`src/rtl/game_player.sv`:
```
// game_player: scripted driver for the maze-game FSM.
//
// A move script is written into a small memory while idle. A start pulse
// replays it into the game one move per cycle on n/s/e/w. Every play cycle
// samples win/die and folds it into a 7-bit signature. Replay stops on the
// first outcome, or when the script has been played out and two drain cycles
// have gone by.
//
// State | meaning
// ------+---------------------------------------------------------------
// IDLE  | after reset; the script may be written; waiting for start
// PLAY  | one script move is issued per edge; win/die are sampled
// DRAIN | two edges with no move; catches the outcome of the last moves
// DONE  | result/moves/sig are held; start replays the script
//
// Ports:
//   clk              rising-edge clock
//   reset            asynchronous, active-low reset
//   wr_en            script write strobe (honoured in IDLE only)
//   wr_addr[AW-1:0]  script write address
//   wr_dir[3:0]      move to store, {n,s,e,w}
//   start            begin replay (honoured in IDLE or DONE only)
//   len[AW:0]        number of script entries to play, 0..DEPTH
//   win, die         outcome inputs from the game
//   n, s, e, w       registered move outputs to the game
//   busy             high in PLAY and DRAIN
//   done             high in DONE until the next accepted start
//   result[1:0]      00 none, 01 died, 10 won, 11 script exhausted
//   moves[AW:0]      number of moves issued
//   sig[6:0]         response signature

module game_player #(
    parameter int DEPTH = 16,
    parameter int AW    = 4
) (
    input  logic          clk,
    input  logic          reset,
    input  logic          wr_en,
    input  logic [AW-1:0] wr_addr,
    input  logic [3:0]    wr_dir,
    input  logic          start,
    input  logic [AW:0]   len,
    input  logic          win,
    input  logic          die,
    output logic          n,
    output logic          s,
    output logic          e,
    output logic          w,
    output logic          busy,
    output logic          done,
    output logic [1:0]    result,
    output logic [AW:0]   moves,
    output logic [6:0]    sig
);

    typedef enum logic [1:0] {
        ST_IDLE  = 2'd0,
        ST_PLAY  = 2'd1,
        ST_DRAIN = 2'd2,
        ST_DONE  = 2'd3
    } state_t;

    localparam logic [AW:0] IDX_ONE  = {{AW{1'b0}}, 1'b1};
    localparam logic [AW:0] IDX_ZERO = '0;

    localparam logic [1:0] RES_NONE = 2'b00;
    localparam logic [1:0] RES_DIED = 2'b01;
    localparam logic [1:0] RES_WON  = 2'b10;
    localparam logic [1:0] RES_EXH  = 2'b11;

    state_t      state_q;
    logic [3:0]  mem_q [DEPTH];
    logic [3:0]  dir_q;
    logic [AW:0] idx_q;
    logic [AW:0] len_q;
    logic [AW:0] moves_q;
    logic [6:0]  sig_q;
    logic [1:0]  result_q;
    logic        busy_q;
    logic        done_q;
    logic        drain_cnt_q;

    logic [6:0]  sig_t;
    logic [6:0]  sig_d;
    logic [3:0]  rd_dir;
    logic        start_ok;

    // Signature step: fold {win,die} into the low bits, then shift left with
    // the XOR of the two top bits fed back into bit 0.
    assign sig_t = sig_q ^ {5'b0, win, die};
    assign sig_d = {sig_t[5:0], sig_t[6] ^ sig_t[5]};

    assign rd_dir   = mem_q[idx_q[AW-1:0]];
    assign start_ok = start && ((state_q == ST_IDLE) || (state_q == ST_DONE));

    // The script memory is deliberately left out of reset.
    always_ff @(posedge clk) begin
        if (wr_en && (state_q == ST_IDLE)) begin
            mem_q[wr_addr] <= wr_dir;
        end
    end

    always_ff @(posedge clk or negedge reset) begin
        if (!reset) begin
            state_q     <= ST_IDLE;
            dir_q       <= 4'b0000;
            idx_q       <= IDX_ZERO;
            len_q       <= IDX_ZERO;
            moves_q     <= IDX_ZERO;
            sig_q       <= 7'h00;
            result_q    <= RES_NONE;
            busy_q      <= 1'b0;
            done_q      <= 1'b0;
            drain_cnt_q <= 1'b0;
        end else begin
            case (state_q)
                ST_IDLE, ST_DONE: begin
                    dir_q <= 4'b0000;
                    if (start_ok) begin
                        // len is captured so a change mid-run cannot push
                        // idx past the end of the script being played.
                        len_q <= len;
                        sig_q <= 7'h00;
                        if (len != IDX_ZERO) begin
                            state_q  <= ST_PLAY;
                            dir_q    <= mem_q[0];
                            idx_q    <= IDX_ONE;
                            moves_q  <= IDX_ONE;
                            result_q <= RES_NONE;
                            busy_q   <= 1'b1;
                            done_q   <= 1'b0;
                        end else begin
                            state_q  <= ST_DONE;
                            idx_q    <= IDX_ZERO;
                            moves_q  <= IDX_ZERO;
                            result_q <= RES_EXH;
                            busy_q   <= 1'b0;
                            done_q   <= 1'b1;
                        end
                    end
                end

                ST_PLAY: begin
                    sig_q <= sig_d;
                    if (win) begin
                        state_q  <= ST_DONE;
                        dir_q    <= 4'b0000;
                        result_q <= RES_WON;
                        busy_q   <= 1'b0;
                        done_q   <= 1'b1;
                    end else if (die) begin
                        state_q  <= ST_DONE;
                        dir_q    <= 4'b0000;
                        result_q <= RES_DIED;
                        busy_q   <= 1'b0;
                        done_q   <= 1'b1;
                    end else if (idx_q < len_q) begin
                        dir_q   <= rd_dir;
                        idx_q   <= idx_q + IDX_ONE;
                        moves_q <= moves_q + IDX_ONE;
                    end else begin
                        state_q     <= ST_DRAIN;
                        dir_q       <= 4'b0000;
                        drain_cnt_q <= 1'b0;
                    end
                end

                ST_DRAIN: begin
                    sig_q <= sig_d;
                    dir_q <= 4'b0000;
                    if (win) begin
                        state_q  <= ST_DONE;
                        result_q <= RES_WON;
                        busy_q   <= 1'b0;
                        done_q   <= 1'b1;
                    end else if (die) begin
                        state_q  <= ST_DONE;
                        result_q <= RES_DIED;
                        busy_q   <= 1'b0;
                        done_q   <= 1'b1;
                    end else if (drain_cnt_q) begin
                        state_q  <= ST_DONE;
                        result_q <= RES_EXH;
                        busy_q   <= 1'b0;
                        done_q   <= 1'b1;
                    end else begin
                        drain_cnt_q <= 1'b1;
                    end
                end
            endcase
        end
    end

    assign n      = dir_q[3];
    assign s      = dir_q[2];
    assign e      = dir_q[1];
    assign w      = dir_q[0];
    assign busy   = busy_q;
    assign done   = done_q;
    assign result = result_q;
    assign moves  = moves_q;
    assign sig    = sig_q;

endmodule

```
`config.mk`:
```
export PLATFORM = sky130hd
export DESIGN_NAME = game_player
export DESIGN_NICKNAME = d
export VERILOG_FILES = /design/src/rtl/game_player.sv
export SDC_FILE = /design/constraint.sdc
export NUM_CORES = 1
export LEC_CHECK = 0
export ABC_AREA = 1
export CAP_MARGIN = 20
export CELL_PAD_IN_SITES_DETAIL_PLACEMENT = 0
export CELL_PAD_IN_SITES_GLOBAL_PLACEMENT = 1
export CORE_ASPECT_RATIO = 1.2
export CORE_UTILIZATION = 45
export CTS_CLUSTER_DIAMETER = 120
export DETAILED_ROUTE_END_ITERATION = 8
export GPL_ROUTABILITY_DRIVEN = 0
export GPL_TIMING_DRIVEN = 0
export PLACE_DENSITY_LB_ADDON = 0.1
export SYNTH_ARGS = -nofsm -noshare
export SYNTH_HDL_FRONTEND = slang
export SYNTH_SLANG_ARGS = --single-unit
```
`constraint.sdc`:
```
create_clock -name clk -period 2.12 [get_ports clk]
set_clock_uncertainty 0.1 [all_clocks]
set_input_delay 0.636 -clock clk [delete_from_list [all_inputs] [get_ports clk]]
set_output_delay 0.636 -clock clk [all_outputs]
set_load 0.005 [all_outputs]
```
After elaboration in Yosys (flattened, before gate mapping)
Memories as Yosys holds them, arrays and structs flattened. Index checks and enable logic that the tools add are counted.

$add $sub $neg: 2. Magnitude comparators: 1. Eq/ne operators: 13. Muxes and demuxes: 58. Bitwise operators: 2. Reduce and logical (&&, ||, !) cells: 14.

Operator list (count): 2-to-1 mux 5 bit (7); 2-to-1 mux 2 bit (14); 2-to-1 mux 1 bit (22); 2-to-1 mux 4 bit (5); case mux 5 bit (2 select lines) (2); != test 2 bit (second input constant) (7); case mux 7 bit (2 select lines) (1); case mux 2 bit (3 select lines) (2); case mux 4 bit (3 select lines) (1); adder 5 x 1 -> 5 bit (second input constant) (2); != test 4 bit (second input constant) (2); 2-to-1 mux 7 bit (1); XOR 7 x 2 -> 7 bit (1); case mux 1 bit (3 select lines) (2); AND reduction 3 bit (2); AND reduction 6 bit (1); less-than comparator 5 bit (1); AND reduction 5 bit (1); nonzero test 5 bit (1); equality test 2 bit (second input constant) (2); nonzero test 2 bit (2); OR reduction 2 bit (2); != test 3 bit (second input constant) (1); equality test 2 x 1 -> 1 bit (second input constant) (1); other kinds (6) (7).

Register bits: 33. RAM bits: 64. Bits of input ports: 19. Output and inout bits: 20. Word-level logic and storage cells: 101. Memories: 1.

Memory list: mem_q (words 16, width 4, rd ports 2, clocked after memory_dff 0, write ports 1, line 72) `logic [3:0] mem_q [DEPTH];`.

Depth between registers and ports, before layout
Word-level depth: 5. Gate-level depth with buffers: 11. Gate-level depth less buffers: 10.

Worst setup path before layout
No wires, ideal clock.

Kind: input to register. From: input die. To: register moves_q[0], in the netlist moves[0]. Library setup time: 0.117 ns. Arrival: 1.378 ns. Required time: 1.903 ns. Slack: 0.525 ns. Stages: 8. Buffers on the path: 0. Cells stage by stage: inv_1 nand2_1 nor2_4 nand4_4 nand2_2 nand2_2 nand2_1 nand2_1.

Word-level cells in the longest chain between the ends: 2.

RTL lines: start, declared (line 44) `input logic die,`; != test 2 bit (no line); AND reduction 5 bit (no line); end signal, assigned (line 160) `moves_q <= moves_q + IDX_ONE;`; end, declared (line 76) `logic [AW:0] moves_q;`.

Every way passes these cells. A chain may end at the register's enable or synchronous reset.

Final worst setup path
From: register moves_q[2], in the netlist moves[2]. To: output moves[2].

RTL lines: end, declared (line 52) `output logic [AW:0] moves,`.

No word-level cell between the ends.

==> out/qor.txt <==
critical path arrival - 1300 ps
fin crit period - 2040 ps
hold slack - 264 ps
FF+latch count, synth - 97
die area - 10300 um^2
final wirelength - 9.06 mm
Routed WL per cell - 14.3 um
GRT overflow - 0
met1 Track Usage GR - 23.8%
Pre-antenna DRT Iters - 4
r2r setup slk - 250 ps
Hold WC Path Type - input port to async pin
syn avg cell area - 9.67 um^2
crit-path max cell delay - 530 ps
setup bufs post-CTS - 0
r2r worst-path depth - 6
share of layout cells above drive strength 1 - 8.58%
H-tree levels - 3
DR vias - 3167
worst slew pin tran - 752 ps
placed instance count - 620
net count after synthesis - 487
RSZ-0062 raised after global routing - false
Final HPWL DP - 6.65 mm
Comb pwr share - 37.5%
vias per inst - 4.98
CP max-delay cell - clkdlybuf4s50_1
sw power - 0.00241 W
Root Driver - clkbuf_16
sequential area share after synthesis - 61.9%
DR DRC count - 0
Reg2Reg Launch Point - state_q[0]$_DFFE_PN0P_
Tot GR Track Use - 19.6%
final setup fails - 0
first-pass GRT wire length - 15.2 mm
synth top area cells - edfxtp_1 (43%), dfrtp_1 (19%), nand2_1 (13%)
Initial Util - 46.4%
Chip Height - 111 um
Detailed Route Iter0 Violations - 137
Max VDD drop - 695 uV
PD cells - 1270 nW/um^2
GR Util met3 - 4.25%
Core ar. - 9560 um^2
CTS Buffer Depth - 2
critical path cell sequence - clkdlybuf4s50_1
Worst Setup Start Kind - flop
Critical Path RT - 1380 ps
Syn Inst Count - 459
CP top delay family - buffers and inverters
CP max FO - 6
Max Fclk - 491 MHz
fin. max-slew vios - 0
top-area cell type share of the netlist area - 43.3%
max_cap viols - 0
Pleak - 2.24 nW
total CTS buffers - 9
num ports - 39
cts hold-fix bufs - 0
reg2reg end - mem_q[0][3]$_DFFE_PP_
GR peak layer - met2
Synth Warn # - 0
area growth from synthesis to layout - 19.4%
status - completed
largest area contributor in the netlist - edfxtp_1
Worst slew margin - 49.8%
fin crit share - 96.0%
clock share of power - 26.5%
worst-skew pair later-pin latency - 340 ps
Critical Path End Type - output port
Internal Power - 0.00434 W
post-layout net count - 536
Seq pwr share - 36.0%
Resized Gates After CTS - 0
final hold viol count - 0
Worst-path clk slew - 70 ps
TritonCTS clock tree - done
largest net degree at the start of global routing - 34
# rows - 39
vias in the first global route - 3186
# clock sinks - 97
post-route ant nets - 0
antenna violations before repair - 0
Post-Syn Area - 4440 um^2
fin cells - 636
fraction of power spent switching nets - 35.7%
buffers and inverters on the worst path - 1
Crit Path Category - flop to output port
Netlist cell types - 30
# diodes - 0
Die X - 92.7 um
met2 Usage GRT - 34.0%
count of input and output buffers - 38
[cell type report]
cell class              instances  area [um^2]
flip-flops and latches         97         2750
clock buffers                   9          225
repair buffers                 38          375
well taps                     123          154
multi-input cells             303         1420
clock inverters                 7          109
inverters                      44          168
plain buffers                  15          101
fillers                       868         4260
[logic make-up (layout without fill, tap and decap cells)]
| kind of cell | after synthesis | after routing | share of synthesized area (%) |
|---|---|---|---|
| adders and majority gates | 9 | 9 | 2.54 |
| DFF | 97 | 97 | 61.9 |
| and+or+nand+nor | 262 | 262 | 25.3 |
| xor gates and xnor gates | 3 | 3 | 0.592 |
| muxes | 1 | 1 | 0.254 |
| buffers and inverters | 59 | 113 | 6.06 |
| AOI/OAI and AO/OA | 28 | 28 | 3.38 |
[worst register-to-register path: stages, from the launching register on]
cell and delay (ps):
dfrtp_1 410, inv_1 90, ha_1 140, nand2_1 50
inv_1 160, nand3_1 210, nor2_1 380
[per-layer routing]
metal / up-vias / share of wire [%]
met1: 1460 / 42
met5: - / 0
met2: 75 / 52
li1: 1617 / -
met3: 15 / 3.8
met4: 0 / 2.2
[sequential cells by signal, indices dropped and copies added (netlist names)]
name,flops
busy,1
sig,7
done,1
idx_q,5
result,2
state_q,2
drain_cnt_q,1
mem_q,64
len_q,5
dir_q,4
moves,5
[metrics by stage]
step                      utilization [%]  TNS, ps  instance area, um^2  worst slack, ps  power [W]
after global placement               52.0   -24050                 4970             -417    0.00500
after CTS                            55.4        0                 5300             50.9    0.00682
after detailed placement             51.9   -11700                 4970             -226    0.00503
after global routing                 55.4        0                 5300             12.2    0.00726
final                                55.4        0                 5300             83.8    0.00675
after floorplan                         -        0                 4440              525    0.00416
[power groups by stage]
stage / sequential, W / combinational (W) / clock, W
2_1_floorplan: 0.00247 / 0.00170 / 0
3_3_place_gp: 0.00247 / 0.00253 / 0
3_5_place_dp: 0.00248 / 0.00256 / 0
4_1_cts: 0.00244 / 0.00257 / 0.00182
5_1_grt: 0.00247 / 0.00288 / 0.00191
6_report: 0.00243 / 0.00253 / 0.00179
[Yosys cell counts]
cell      number
a211oi_1       1
a21oi_1        7
buf_2          6
buf_4          6
buf_6          2
clkbuf_1       1
dfrtp_1       33
edfxtp_1      64
ha_1           9
inv_1         39
inv_2          4
inv_4          1
mux2_2         1
nand2_1      154
nand2_2        2
nand3_1       66
nand4_1        3
nand4_4        1
nor2_1        28
nor2_2         2
nor2_4         1
nor3_1         3
nor3_2         1
nor3b_1        1
o21a_1         1
o21ai_0       13
o21ai_1        2
o22ai_1        4
xnor2_1        2
xor2_1         1
[worst max path at each step]
stage | start | to | slack (ps) | cells after the start
global placement | reset | dir_q[0]$_DFF_PN0_ | -420 | 1
CTS | moves[0]$_DFFE_PN0P_ | moves[0] | 50 | 1
global route | moves[2]$_DFFE_PN0P_ | moves[2] | 10 | 1
floorplan | die | moves[0]$_DFFE_PN0P_ | 530 | 8
finish | moves[2]$_DFFE_PN0P_ | moves[2] | 80 | 1
detailed placement | wr_en | mem_q[0][0]$_DFFE_PP_ | -230 | 5
[cells in the final DEF, fill, tap and decap left out, types with 3 or more instances in the layout]
cell type,n
clkbuf_16,9
nand3_1,66
buf_4,6
a21oi_1,7
nand4_1,3
inv_2,4
inv_1,39
ha_1,9
clkdlybuf4s50_1,37
nor2_1,28
dfrtp_1,33
o21ai_0,13
nand2_1,154
o22ai_1,4
nor3_1,3
buf_2,7
edfxtp_1,64
(Power assumes the default switching activity.)
==> variant: new RTL, same flow settings <==
Make the reset (`reset`) synchronous in one clocked block. Comments in the files are not updated.
--- a/src/rtl/game_player.sv
+++ b/src/rtl/game_player.sv
@@ -100,7 +100,7 @@
         end
     end
 
-    always_ff @(posedge clk or negedge reset) begin
+    always_ff @(posedge clk) begin
         if (!reset) begin
             state_q     <= ST_IDLE;
             dir_q       <= 4'b0000;
Check against the original RTL: differs if reset is asserted again (counterexample within 4 cycles, from zero or initial values and one cycle with reset low); with reset held inactive, the same outputs for 4 cycles.
==> variant against the unedited design <==
- fmax increased by 1.1%
- total power is 15% lower
- synthesized area grew 0.11%
- largest power group is now sequential cells
- worst setup slack improved by 21 ps
- design area is 1.1% lower
- sequential cell count rose by 4
- critical path type unchanged
- sequential share of layout area is 1.1 points lower
- routed wire length up 5.8%
==> variant: results (changes against the unedited design) <==
* Number of cells on the worst reg-to-reg path at 8 (+2)
* Leading post-synthesis cells by cell area: sky130_fd_sc_hd__edfxtp_1, sky130_fd_sc_hd__dfxtp_1, sky130_fd_sc_hd__nand2_1, sky130_fd_sc_hd__nand3_1, sky130_fd_sc_hd__nor2_1
* Ranking of synthesized cells by instance count: sky130_fd_sc_hd__nand2_1, sky130_fd_sc_hd__nand3_1, sky130_fd_sc_hd__edfxtp_1, sky130_fd_sc_hd__nor2_1, sky130_fd_sc_hd__dfxtp_1
* Via count of the routed design at 3212 (+1.4%)
* Critical path peak fanout at 5 (-1)
* Share of final-layout standard cells stronger than drive strength 1 at 10.3% (+1.7 points)
* Final std cells w/o fill at 640 (+0.63%)
* Post-synthesis async set-or-reset flop share at 0% (-34 points)
* Total number of H-tree levels at 3 (unchanged)
* Vias in the first global route at 3243 (+1.8%)
* Fillcell total at 902 (+3.9%)
* Detailed Place HPWL at 6960 µm (+4.8%)
* Pre-CTS setup slack at -219 ps (+7.84 ps)
* Instance area after placement at 4980 µm² (+0.20%)
* 1st-pass router iterations at 5 (+1)
* Run status: finished, final reports clean
* Multi-input logic area at 1560 µm² (+9.8%)
* Distinct cell type count after synthesis at 29 (-3.3%)
* DRC errors left at 0 (unchanged)
* Sequential fraction of the synthesis area at 59.9% (-2.0 points)
* Kind of path behind the tightest hold check: reg2reg
* Peak ir drop on the vdd network at 548 µV (-21%)
* WHS at 362 ps (+98.6 ps)
* Net Sw Power at 1.98 mW (-18%)
* Dpl cells at 624 (+0.65%)
* Family with the most delay on the worst path: buffers and inverters
* R2R Path Start: state_q[0]
* Gr usage total at 20.7% (+1.0 points)
* Endpoint with the worst hold slack: busy
* Slew margin rel. at 55.0% (+5.2 points)
* Nets in the synthesized netlist at 491 (+0.82%)
* Minimum setup slack among reg-to-reg paths at 230 ps (-20 ps)
* Initial detailed-routing violation count at 108 (-21%)
* Arrival time at the worst endpoint at 1280 ps (-20 ps)
* Longest Clk Path Bufs at 2 (unchanged)
* Maximum number of pins on one net before global-route repair at 17 (-50%)
* Global-route wire length before repair at 15900 µm (+4.0%)
* Leakage Power at 1.91 nW (-15%)
* Endpoint of the worst register-to-register path: dir_q[1]
* DRT Wirelength at 9590 µm (+5.8%)
* Synth Area per Inst at 9.60 µm² (-0.75%)
* CP max stage delay at 530 ps (about the same)
* Net count, final at 540 (+0.75%)
## variant: cell type report
class	count	share of cell area, %
Inverter	31	2.22
Clock buffer	10	4.37
Clock inverter	6	0.716
Timing Repair Buffer	38	7.25
Buffer	18	1.98
Sequential cell	101	50.8
Multi-Input combinational cell	313	29.8
Tap cell	123	2.93
## variant: repair_timing
action	in CTS	in global routing
resized for setup	0	1
hold buffers	0	0
endpoints found under the setup margin	0	2
## variant: power by group through the flow
stage / sequential, mW / clock [mW] / combinational, mW
CTS: 2.35 / 1.52 / 1.92
floorplan: 2.38 / 0 / 1.33
finish: 2.35 / 1.48 / 1.89
global placement: 2.39 / 0 / 1.89
detailed placement: 2.40 / 0 / 1.91
global route: 2.37 / 1.61 / 2.17
## variant: logic make-up (layout without fill, tap and decap cells)
| family | after synthesis | count (layout) | share of synthesized area [%] |
|---|---|---|---|
| buffers and inverters | 49 | 103 | 4.95 |
| adder cells (fa/ha/maj) | 9 | 9 | 2.53 |
| XOR/XNOR | 5 | 5 | 0.986 |
| flip-flops | 101 | 101 | 59.9 |
| AO/OA/AOI/OAI | 48 | 48 | 6.02 |
| AND/OR/NAND/NOR | 251 | 251 | 25.6 |
## variant: worst max-delay path by stage
| stage | cells past startpoint | startpoint | end | slack (ps) |
|---|---|---|---|---|
| after floorplan | 8 | state_q[0] | flip-flop | 430 |
| after global placement | 5 | wr_en | mem_q[0][2] | -210 |
| after detailed placement | 5 | wr_en | mem_q[0][2] | -220 |
| after CTS | 1 | moves[0] | moves[0] | 90 |
| after global routing | 8 | state_q[1] | dir_q[0] | 30 |
| final | 1 | moves[2] | moves[2] | 110 |
## variant: routing by layer
metal / track usage [%] / vias up / routed length (µm)
met5: 0 / - / 0
met2: 35.7 / 50 / 4940
li1: - / 1665 / -
met1: 24.2 / 1484 / 4130
met4: 10.7 / 0 / 253
met3: 3.91 / 13 / 270
